## config.mk

```make
export PLATFORM = sky130hd
export DESIGN_NAME = wdt
export DESIGN_NICKNAME = d
export VERILOG_FILES = /design/src/rtl/wdt_pkg.sv /design/src/rtl/wdt_counter.sv /design/src/rtl/wdt.sv
export SDC_FILE = /design/constraint.sdc
export NUM_CORES = 1
export LEC_CHECK = 0
export BUFFER_PORTS_ARGS = -buffer_cell sky130_fd_sc_hd__buf_2
export CAP_MARGIN = 30
export CORE_ASPECT_RATIO = 1.2
export CORE_MARGIN = 2
export CORE_UTILIZATION = 52
export DETAILED_ROUTE_END_ITERATION = 8
export PLACE_DENSITY_LB_ADDON = 0.2
export SETUP_SLACK_MARGIN = 0.3
export SKIP_LAST_GASP = 1
export SLEW_MARGIN = 10
export SYNTH_ARGS = -nofsm -noshare
export SYNTH_HDL_FRONTEND = slang
export SYNTH_SLANG_ARGS = --single-unit
```

## constraint.sdc

```tcl
create_clock -name clk -period 2.7 [get_ports clk]
set_input_delay 0.54 -clock clk [delete_from_list [all_inputs] [get_ports clk]]
set_output_delay 0.54 -clock clk [all_outputs]
set_load 0.02 [all_outputs]
```

## src/rtl/wdt_pkg.sv

```systemverilog
// Shared definitions for the wdt watchdog: register map, bit positions, FSM states.
// The optional feed window is built only when WDT_WINDOW_EN is defined.
package wdt_pkg;

  localparam logic [1:0] REG_CTRL   = 2'd0;
  localparam logic [1:0] REG_LOAD   = 2'd1;
  localparam logic [1:0] REG_COUNT  = 2'd2;
  localparam logic [1:0] REG_STATUS = 2'd3;

  localparam int CTRL_EN_BIT     = 0;
  localparam int CTRL_IRQ_EN_BIT = 1;
  localparam int CTRL_LOCK_BIT   = 2;
  localparam int CTRL_WIN_LSB    = 16;

  localparam int STATUS_WARN_BIT = 0;
  localparam int STATUS_VIOL_BIT = 1;

  localparam logic [31:0] DEFAULT_FEED_KEY = 32'h5A5A_A5A5;

  typedef enum logic [1:0] {
    ST_IDLE,
    ST_RUN,
    ST_WARN,
    ST_BITE
  } wdt_state_e;

  // A zero reload would expire immediately, so it is stored as 1.
  function automatic logic [31:0] sanitize_load(input logic [31:0] value);
    return (value == 32'd0) ? 32'd1 : value;
  endfunction

endpackage

```

## src/rtl/wdt_counter.sv

```systemverilog
// 32-bit down-counter for the watchdog: load has priority over decrement.
module wdt_counter (
  input  logic        clk,
  input  logic        rst,
  input  logic        load,
  input  logic [31:0] load_value,
  input  logic        dec_en,
  output logic [31:0] count,
  output logic        zero
);

  always_ff @(posedge clk or posedge rst) begin
    // NOTE: sequential state uses non-blocking assignments so every flop samples pre-edge values.
    if (rst) begin
      count <= '0;
    end else if (load) begin
      count <= load_value;
    end else if (dec_en) begin
      count <= count - 32'd1;
    end
  end

  assign zero = (count == 32'd0);

endmodule

```

## src/rtl/wdt.sv

```systemverilog
// Watchdog timer peripheral: warning irq on first expiry, reset request on second.
// Define WDT_WINDOW_EN to enable the CTRL.WIN early-feed window check.
module wdt
  import wdt_pkg::*;
#(
  parameter logic [31:0] FEED_KEY = DEFAULT_FEED_KEY
) (
  input  logic        clk,
  input  logic        rst,
  input  logic [1:0]  addr,
  input  logic        write_enable,
  input  logic [31:0] write_data,
  output logic [31:0] read_result,
  output logic        irq,
  output logic        sys_reset_req
);

  wdt_state_e  state;
  logic        ctrl_en;
  logic        ctrl_irq_en;
  logic        ctrl_lock;
  logic [31:0] load_reg;
  logic        status_warn;
`ifdef WDT_WINDOW_EN
  logic [15:0] ctrl_win;
  logic        status_viol;
`endif

  logic [31:0] count;
  logic        cnt_zero;
  logic        cnt_load;
  logic        cnt_dec;

  logic wr_ok, ctrl_wr, load_wr, status_wr, feed_wr, disable_wr;
  logic window_hit, feed_ok, feed_viol, expire, warn_set;

  // Nothing is writable once the watchdog has bitten.
  assign wr_ok      = write_enable && (state != ST_BITE);
  assign ctrl_wr    = wr_ok && (addr == REG_CTRL) && !ctrl_lock;
  assign load_wr    = wr_ok && (addr == REG_LOAD) && !ctrl_lock;
  assign status_wr  = wr_ok && (addr == REG_STATUS);
  assign feed_wr    = wr_ok && (addr == REG_COUNT) && (write_data == FEED_KEY)
                      && ((state == ST_RUN) || (state == ST_WARN));
  assign disable_wr = ctrl_wr && !write_data[CTRL_EN_BIT];

`ifdef WDT_WINDOW_EN
  assign window_hit = (ctrl_win != 16'h0) && (count > {ctrl_win, 16'h0000});
`else
  assign window_hit = 1'b0;
`endif

  assign feed_ok   = feed_wr && !window_hit;
  assign feed_viol = feed_wr && window_hit;
  assign expire    = cnt_zero && !feed_wr && !disable_wr;
  assign warn_set  = (state == ST_RUN) && expire;

  always_comb begin
    // NOTE: every always_comb output gets a default first so no path can infer a latch.
    cnt_load = 1'b0;
    cnt_dec  = 1'b0;
    unique case (state)
      ST_IDLE: cnt_load = ctrl_wr && write_data[CTRL_EN_BIT];
      ST_RUN, ST_WARN: begin
        if (feed_ok) begin
          cnt_load = 1'b1;
        end else if (!feed_viol && !disable_wr) begin
          if (cnt_zero) cnt_load = (state == ST_RUN);
          else          cnt_dec  = 1'b1;
        end
      end
      default: ;
    endcase
  end

  wdt_counter u_counter (
    .clk        (clk),
    .rst        (rst),
    .load       (cnt_load),
    .load_value (load_reg),
    .dec_en     (cnt_dec),
    .count      (count),
    .zero       (cnt_zero)
  );

  always_ff @(posedge clk or posedge rst) begin
    if (rst) begin
      state         <= ST_IDLE;
      ctrl_en       <= 1'b0;
      ctrl_irq_en   <= 1'b0;
      ctrl_lock     <= 1'b0;
      load_reg      <= '0;
      status_warn   <= 1'b0;
      sys_reset_req <= 1'b0;
`ifdef WDT_WINDOW_EN
      ctrl_win      <= '0;
      status_viol   <= 1'b0;
`endif
    end else begin
      if (ctrl_wr) begin
        ctrl_en     <= write_data[CTRL_EN_BIT];
        ctrl_irq_en <= write_data[CTRL_IRQ_EN_BIT];
        ctrl_lock   <= ctrl_lock | write_data[CTRL_LOCK_BIT];
`ifdef WDT_WINDOW_EN
        ctrl_win    <= write_data[31:CTRL_WIN_LSB];
`endif
      end

      if (load_wr) load_reg <= sanitize_load(write_data);

      // A new expiry outranks a simultaneous write-1-to-clear.
      if (warn_set) begin
        status_warn <= 1'b1;
      end else if (feed_ok || (status_wr && write_data[STATUS_WARN_BIT])) begin
        status_warn <= 1'b0;
      end

      unique case (state)
        ST_IDLE: begin
          if (ctrl_wr && write_data[CTRL_EN_BIT]) state <= ST_RUN;
        end
        ST_RUN, ST_WARN: begin
          if (feed_viol) begin
            state         <= ST_BITE;
            sys_reset_req <= 1'b1;
`ifdef WDT_WINDOW_EN
            status_viol   <= 1'b1;
`endif
          end else if (feed_ok) begin
            state <= ST_RUN;
          end else if (disable_wr) begin
            state <= ST_IDLE;
          end else if (expire) begin
            if (state == ST_RUN) begin
              state <= ST_WARN;
            end else begin
              state         <= ST_BITE;
              sys_reset_req <= 1'b1;
            end
          end
        end
        default: ;
      endcase
    end
  end

  assign irq = status_warn && ctrl_irq_en;

  always_comb begin
    read_result = '0;
    unique case (addr)
      REG_CTRL: begin
        read_result[CTRL_EN_BIT]     = ctrl_en;
        read_result[CTRL_IRQ_EN_BIT] = ctrl_irq_en;
        read_result[CTRL_LOCK_BIT]   = ctrl_lock;
`ifdef WDT_WINDOW_EN
        read_result[31:CTRL_WIN_LSB] = ctrl_win;
`endif
      end
      REG_LOAD:  read_result = load_reg;
      REG_COUNT: read_result = count;
      REG_STATUS: begin
        read_result[STATUS_WARN_BIT] = status_warn;
`ifdef WDT_WINDOW_EN
        read_result[STATUS_VIOL_BIT] = status_viol;
`endif
      end
      default: ;
    endcase
  end

endmodule

```

==> impl_metrics.json, run 1 <==
{
  "rrSetupSlack_ps": 360,
  "wl_per_cell_um": 19.1,
  "die_w_um": 88.1,
  "path_clk_slew_ps": 70,
  "diodes": 0,
  "syn_to_final_growth_pct": 25.1,
  "ant_nets": 0,
  "hold_viol": 0,
  "drtIter0Drc": 339,
  "numCtsBuffers": 9,
  "max_freq_ghz": 0.427,
  "cts_sinks": 71,
  "rsz0062_at_grt": "yes",
  "ys_ff_latch": 71,
  "drc": 0,
  "skew_ps": 8.58,
  "worstPathRequired_ps": 2990,
  "worstSetupEndpointType": "flop",
  "final.setup.tns_ps": 0,
  "r2r_start": "state[0]",
  "synth_edf_count": 0,
  "place_area_mm2": 0.00510,
  "yosys_warnings": 0,
  "fin_nets": 597,
  "cts_buffer_depth": 2,
  "grt_pass1_wl_um": 19900,
  "final_cell_area_mm2": 0.00552,
  "avgSynthCellArea_um2": 9.84,
  "holdCritPathClass": "input port to asynchronous set/reset pin",
  "critPathMaxFanout": 18,
  "cts_max_level": 3,
  "fin_crit_sh_pct": 86.8,
  "pin_count": 71,
  "dp.final_hpwl_um": 9160,
  "fin_ws_ps": 357,
  "yosys_most_used_dff": "dfrtp_1",
  "relSlewSlack_pct": 69.3,
  "grt_pass1_vias": 3831,
  "grtUsageTotal_pct": 28.0,
  "grt_overflow_total": 0,
  "die_y_um": 105,
  "syn_area_mm2": 0.00441,
  "synth_nets": 497,
  "status": "finished clean",
  "crit_start": "state[0]",
  "layout_commonest_cell": "dfrtp_1",
  "vias": 4064,
  "worst-r2r-cell-count": 11,
  "drive_gt1_share_pct": 35.8,
  "drt_wl_total_um": 12700,
  "tightestPinTransition_ps": 457,
  "multiInputGateArea_mm2": 0.00260,
  "antenna_found_initial": 0,
  "core_mm2": 0.00820,
  "cts-root-buf": "clkbuf_8",
  "ir_drop_v": 0.000342,
  "yosysUniqueCellTypes": 53,
  "ys_seq_area_share_pct": 40.3,
  "setup_violations": 0,
  "firstDrtPassIters": 5,
  "grt_start_max_net_pins": 42,
  "cts_tree": "yes",
  "p_leak_nw": 2.56,
  "worstSetupPathType": "flop to flop",
  "clock_latency_ps": 370,
  "die-area_mm2": 0.00924,
  "cts_hold_buf": 0,
  "layout_min_cycle_time_ps": 2340,
  "r2r-end": "u_counter.count[9]",
  "seq_area_mm2": 0.00178,
  "place_ws_ps": 57.7,
  "start_kind": "flop",
  "routabilityCongestion": 0.982,
  "initial_core_util_pct": 53.8,
  "layout_common_cells": "71 x dfrtp_1, 70 x buf_2, 45 x nor2_1, 40 x buf_4, 33 x mux2_2",
  "power_mw": 2.06,
  "async_flop_share_pct": 100,
  "arrival_ps": 2640,
  "rows": 36,
  "vias_per_cell": 6.09,
  "synthCells": 448,
  "io_buffers": 70,
  "whs_ps": 56.9,
  "power.density_mw_per_mm2": 373,
  "cap_violations": 0,
  "slew_violations": 0,
  "fillCellCount": 693
}
[layer usage]
metal  up-vias  global-route usage [%]  share of wire, %
met5         -                       0                 0
met2       146                    45.0                50
met1      2007                    38.1                43
li1       1884                       -                 -
met3        27                    4.50               5.1
met4         0                    9.31               1.9
[cell usage after synthesis (2+ instances only)]
cell      count  area (um^2)
nor4_1       27          169
o21ai_0       2         10.0
nor2b_1      32          200
nor4_4        3         63.8
a22oi_1      30          225
nand2_1       7         26.3
nand2b_1      2         12.5
nor2_1       45          169
o21ai_1       5         25.0
xnor2_1      19          166
o31ai_1       2         15.0
nand3_1       8         40.0
mux2i_1       2         20.0
nand4b_1      2         17.5
buf_6         2         22.5
nand4_1       9         56.3
and3_1        3         18.8
buf_2         7         35.0
ha_1         12          150
and2_1        2         12.5
nor4_2        3         37.5
o41ai_1       4         35.0
a31oi_1       8         50.1
inv_1        10         37.5
o31a_1        6         52.6
xor2_1        2         17.5
nand3b_1      3         22.5
and4_1        2         17.5
clkbuf_1     19         71.3
a222oi_1      3         30.0
a21oi_1      27          135
mux2_2       33          372
nor3_1        5         25.0
dfrtp_1      71         1780
or4_1         8         60.1
or3_1         6         37.5
[area by class of cell]
class	instances	area share, %
timing repair buffer	117	14.2
clock buffer	12	2.81
inverter	10	0.680
clock inverter	4	0.363
sequential	71	32.2
multi-input combinational	339	47.2
tap	114	2.59
[worst max-delay path: stages, from the launching register on]
cell and delay [ps]:
dfrtp_1 400, inv_2 70, ha_4 270, nand4_1 100
or3_4 440, o41ai_2 210, buf_4 170, a31oi_4 40
buf_12 160, buf_12 140, o31a_1 110, a21oi_1 140
[worst max-delay path by stage]
stage | endpoint | slack, ps | depth (start not counted)
2_1_floorplan | u_counter.count[1] | 210 | 10
3_3_place_gp | u_counter.count[19] | 130 | 11
3_5_place_dp | u_counter.count[15] | 60 | 10
4_1_cts | u_counter.count[30] | 250 | 10
5_1_grt | u_counter.count[29] | 230 | 7
6_report | u_counter.count[9] | 360 | 11
[where the power goes]
part / leakage (nW) / internal, mW / total (mW) / switching, mW
registers: 0.963 / 1.08 / 1.09 / 0.0115
clock network: 0.0959 / 0.378 / 0.798 / 0.420
logic: 1.50 / 0.0701 / 0.170 / 0.100
[stage by stage]
step	utilization, %	instances
2_1_floorplan	-	448
3_3_place_gp	62.3	637
3_5_place_dp	62.3	637
4_1_cts	64.5	654
5_1_grt	67.3	667
6_report	67.3	667
[what timing repair did]
action,4_1_cts,5_1_grt
setup endpoints to repair,8,34
buffers inserted,1,11
pin swaps,0,16
gates cloned,0,2
gates resized for setup,0,22
[cell families (layout without fill, tap and decap cells)]
family	count (synthesis)	after routing	synth area share, %
simple gates	176	178	25.0
compound gates	93	93	14.2
flops	71	71	40.3
buf+inv	40	143	4.03
mux	35	35	8.88
xor+xnor	21	21	4.17
fa+ha+maj	12	12	3.40
(Power assumes the default switching activity.)
==> run 2: changes to the inputs <==
--- a/config.mk
+++ b/config.mk
@@ -8,8 +8,8 @@
 export BUFFER_PORTS_ARGS = -buffer_cell sky130_fd_sc_hd__buf_2
 export CAP_MARGIN = 30
 export CORE_ASPECT_RATIO = 1.2
-export CORE_MARGIN = 2
-export CORE_UTILIZATION = 52
+export CORE_MARGIN = 5
+export CORE_UTILIZATION = 51
 export DETAILED_ROUTE_END_ITERATION = 8
 export PLACE_DENSITY_LB_ADDON = 0.2
 export SETUP_SLACK_MARGIN = 0.3
@@ -17,4 +17,5 @@
 export SLEW_MARGIN = 10
 export SYNTH_ARGS = -nofsm -noshare
 export SYNTH_HDL_FRONTEND = slang
+export SYNTH_HIERARCHICAL = 1
 export SYNTH_SLANG_ARGS = --single-unit
==> run 2 against run 1 <==
Effect of this change: the flow now finishes with violations (negative setup slack); via count rose by 6.6%; synthesized cell count fell by 3.1%; sequential power barely moved; utilization rose by 5.6 points; die area rose by 13%; register-to-register slack got worse by 550 ps; maximum frequency fell by 19%; setup slack got worse by 550 ps; non-clock buffer count rose by 43; clock power fell by 3%; largest power group unchanged; highest routed layer unchanged.
==> impl_metrics.json, run 2 <==
{
  "synth_edf_count": 0,
  "fin_nets": 624,
  "cts_sinks": 71,
  "diodes": 0,
  "die_w_um": 94.0,
  "rows": 36,
  "yosys_warnings": 6,
  "grt_overflow_total": 0,
  "synth_top_area_cell": "dfrtp_1",
  "io_buffers": 70,
  "ys_seq_area_share_pct": 41.2,
  "drive_gt1_share_pct": 45.1,
  "final_cell_area_mm2": 0.00598,
  "yosysUniqueCellTypes": 63,
  "skew_ps": 12.7,
  "path_clk_slew_ps": 90,
  "drt_wl_total_um": 14100,
  "cts_max_level": 3,
  "cap_violations": 0,
  "cts_tree": "yes",
  "avgSynthCellArea_um2": 9.94,
  "tightestPinTransition_ps": 644,
  "fin_util_pct": 72.9,
  "place_area_mm2": 0.00528,
  "arrival_ps": 3130,
  "pin_count": 71,
  "drtIter0Drc": 414,
  "synthCells": 434,
  "async_flop_share_pct": 100,
  "syn_to_final_growth_pct": 38.6,
  "synthMostInstantiatedCell": "dfrtp_1",
  "synth_nets": 482,
  "relSlewSlack_pct": 56.7,
  "clock_latency_ps": 360,
  "cts-root-buf": "clkbuf_8",
  "rsz0062_at_grt": "yes",
  "max_freq_ghz": 0.345,
  "ant_nets": 0,
  "start_kind": "flop",
  "ir_drop_v": 0.000321,
  "layout_common_cells": "72 x buf_4, 71 x dfrtp_1, 69 x buf_2, 31 x mux2_2, 30 x nor2b_1",
  "critPathMaxFanout": 4,
  "wl_per_cell_um": 20.3,
  "cts_buffer_depth": 2,
  "die-area_mm2": 0.0104,
  "setup_violations": 32,
  "worstPathRequired_ps": 2940,
  "power.density_mw_per_mm2": 342,
  "synth_common_cells": "71 x dfrtp_1, 31 x mux2_2, 30 x nor2b_1, 29 x a22oi_1, 26 x nor2_1",
  "numCtsBuffers": 9,
  "grtUsageTotal_pct": 25.4,
  "yosys_most_used_dff": "dfrtp_1",
  "violations": "negative setup slack",
  "slew_violations": 0,
  "p_leak_nw": 2.89,
  "antenna_found_initial": 0,
  "fin_crit_sh_pct": 107,
  "layout_commonest_cell": "buf_4",
  "core_mm2": 0.00820,
  "hold_viol": 0,
  "firstDrtPassIters": 5,
  "syn_area_mm2": 0.00431,
  "drc": 0,
  "grt_pass1_wl_um": 21200,
  "worstSetupEndpointType": "flop",
  "holdCritPathClass": "input port to asynchronous set/reset pin",
  "initial_core_util_pct": 52.6,
  "grt_pass1_vias": 4185,
  "ys_ff_latch": 71,
  "fin_ws_ps": -195,
  "die_y_um": 111,
  "status": "finished, violations left",
  "routabilityCongestion": 0.855,
  "layout_min_cycle_time_ps": 2890,
  "vias": 4334,
  "grt_start_max_net_pins": 40,
  "dp.final_hpwl_um": 8960,
  "fillCellCount": 579,
  "vias_per_cell": 6.24,
  "yosys-top-cells-area": "dfrtp_1 41%, mux2_2 8.1%, a22oi_1 5.0%",
  "worstSetupPathType": "flop to flop",
  "synth_top_area_share_pct": 41.2
}
==> run 2: cell types whose count changed after synthesis, moves of 9 or more <==
cell / change
a21oi_1: -23
nor2_1: -19
nand2_1: +18
xnor2_1: -15
nor4_1: -13
o21ai_0: +13
o31ai_1: +9
==> run 2: layer usage <==
metal	share of wire (%)	track usage, %	routed length, um	vias up
li1	-	-	-	1940
met1	40	33.9	5580	2112
met2	50	41.5	7120	234
met3	6.9	4.41	978	48
met4	3.0	8.48	430	0
met5	0	0	0	-
==> run 2: final cells by class <==
class                           instances  area (um^2)  area share (%)
Multi-Input combinational cell        322         2610            43.6
Sequential cell                        71         1780            29.7
Timing Repair Buffer                  160         1230            20.6
Tap cell                              114          143            2.39
Clock buffer                           11          141            2.37
Inverter                               12         47.5           0.795
Clock inverter                          5         33.8           0.565
==> run 2: power by group <==
group	switching, mW	leakage (nW)	internal [mW]
registers	0.0150	0.969	1.08
clock network	0.421	0.0853	0.357
logic	0.103	1.83	0.0738
total	0.539	2.89	1.51
==> run 2: what timing repair did <==
action,in CTS,in global routing
gates resized for setup,20,53
gates cloned,2,6
pin swaps,12,9
hold buffers,0,0
buffers inserted,9,4
endpoints found under the hold margin,0,0
setup endpoints to repair,34,43
==> run 2: final timing paths <==
path	from	end	slack (ps)	depth (start not counted)
worst max register to register	u_counter/count[27]	u_counter/count[29]	-190	11
worst max-delay path	u_counter/count[27]	u_counter/count[29]	-190	11
worst min-delay path	rst	u_counter/count[3]	300	3
min in group clk	write_data[29]	load_reg[29]	430	2
worst min register to register	sys_reset_req	sys_reset_req	480	1
max in group asynchronous	rst	load_reg[24]	1990	3
==> run 2: stage by stage <==
stage                     hold WS, ps  worst slack (ps)  TNS (ps)  cells  power [mW]
after detailed placement          457              -291     -6230    658        1.28
after global routing              320              -299     -7990    695        2.12
after floorplan                   469              -197     -5220    434        1.18
final                             298              -195     -4210    695        2.05
after CTS                         295              -144     -2420    685        2.04
after global placement            451              -210     -4620    658        1.27
==> run 2: critical path, cell delays in order, from the launching register on <==
cell,delay (ps)
dfrtp_1,380
or4_4,560
or4_4,450
nor4_4,140
buf_4,160
a22o_1,150
nand2_2,60
a211oi_4,330
buf_4,180
buf_6,90
o41ai_2,70
a31o_2,220
==> run 2: logic make-up after synthesis <==
logic type,count (synthesis),share of synthesized area [%]
compound gates,99,16.3
mux,35,9.08
flops,71,41.2
simple gates,167,23.9
xor+xnor,10,2.03
buf+inv,41,4.32
fa+ha+maj,11,3.19
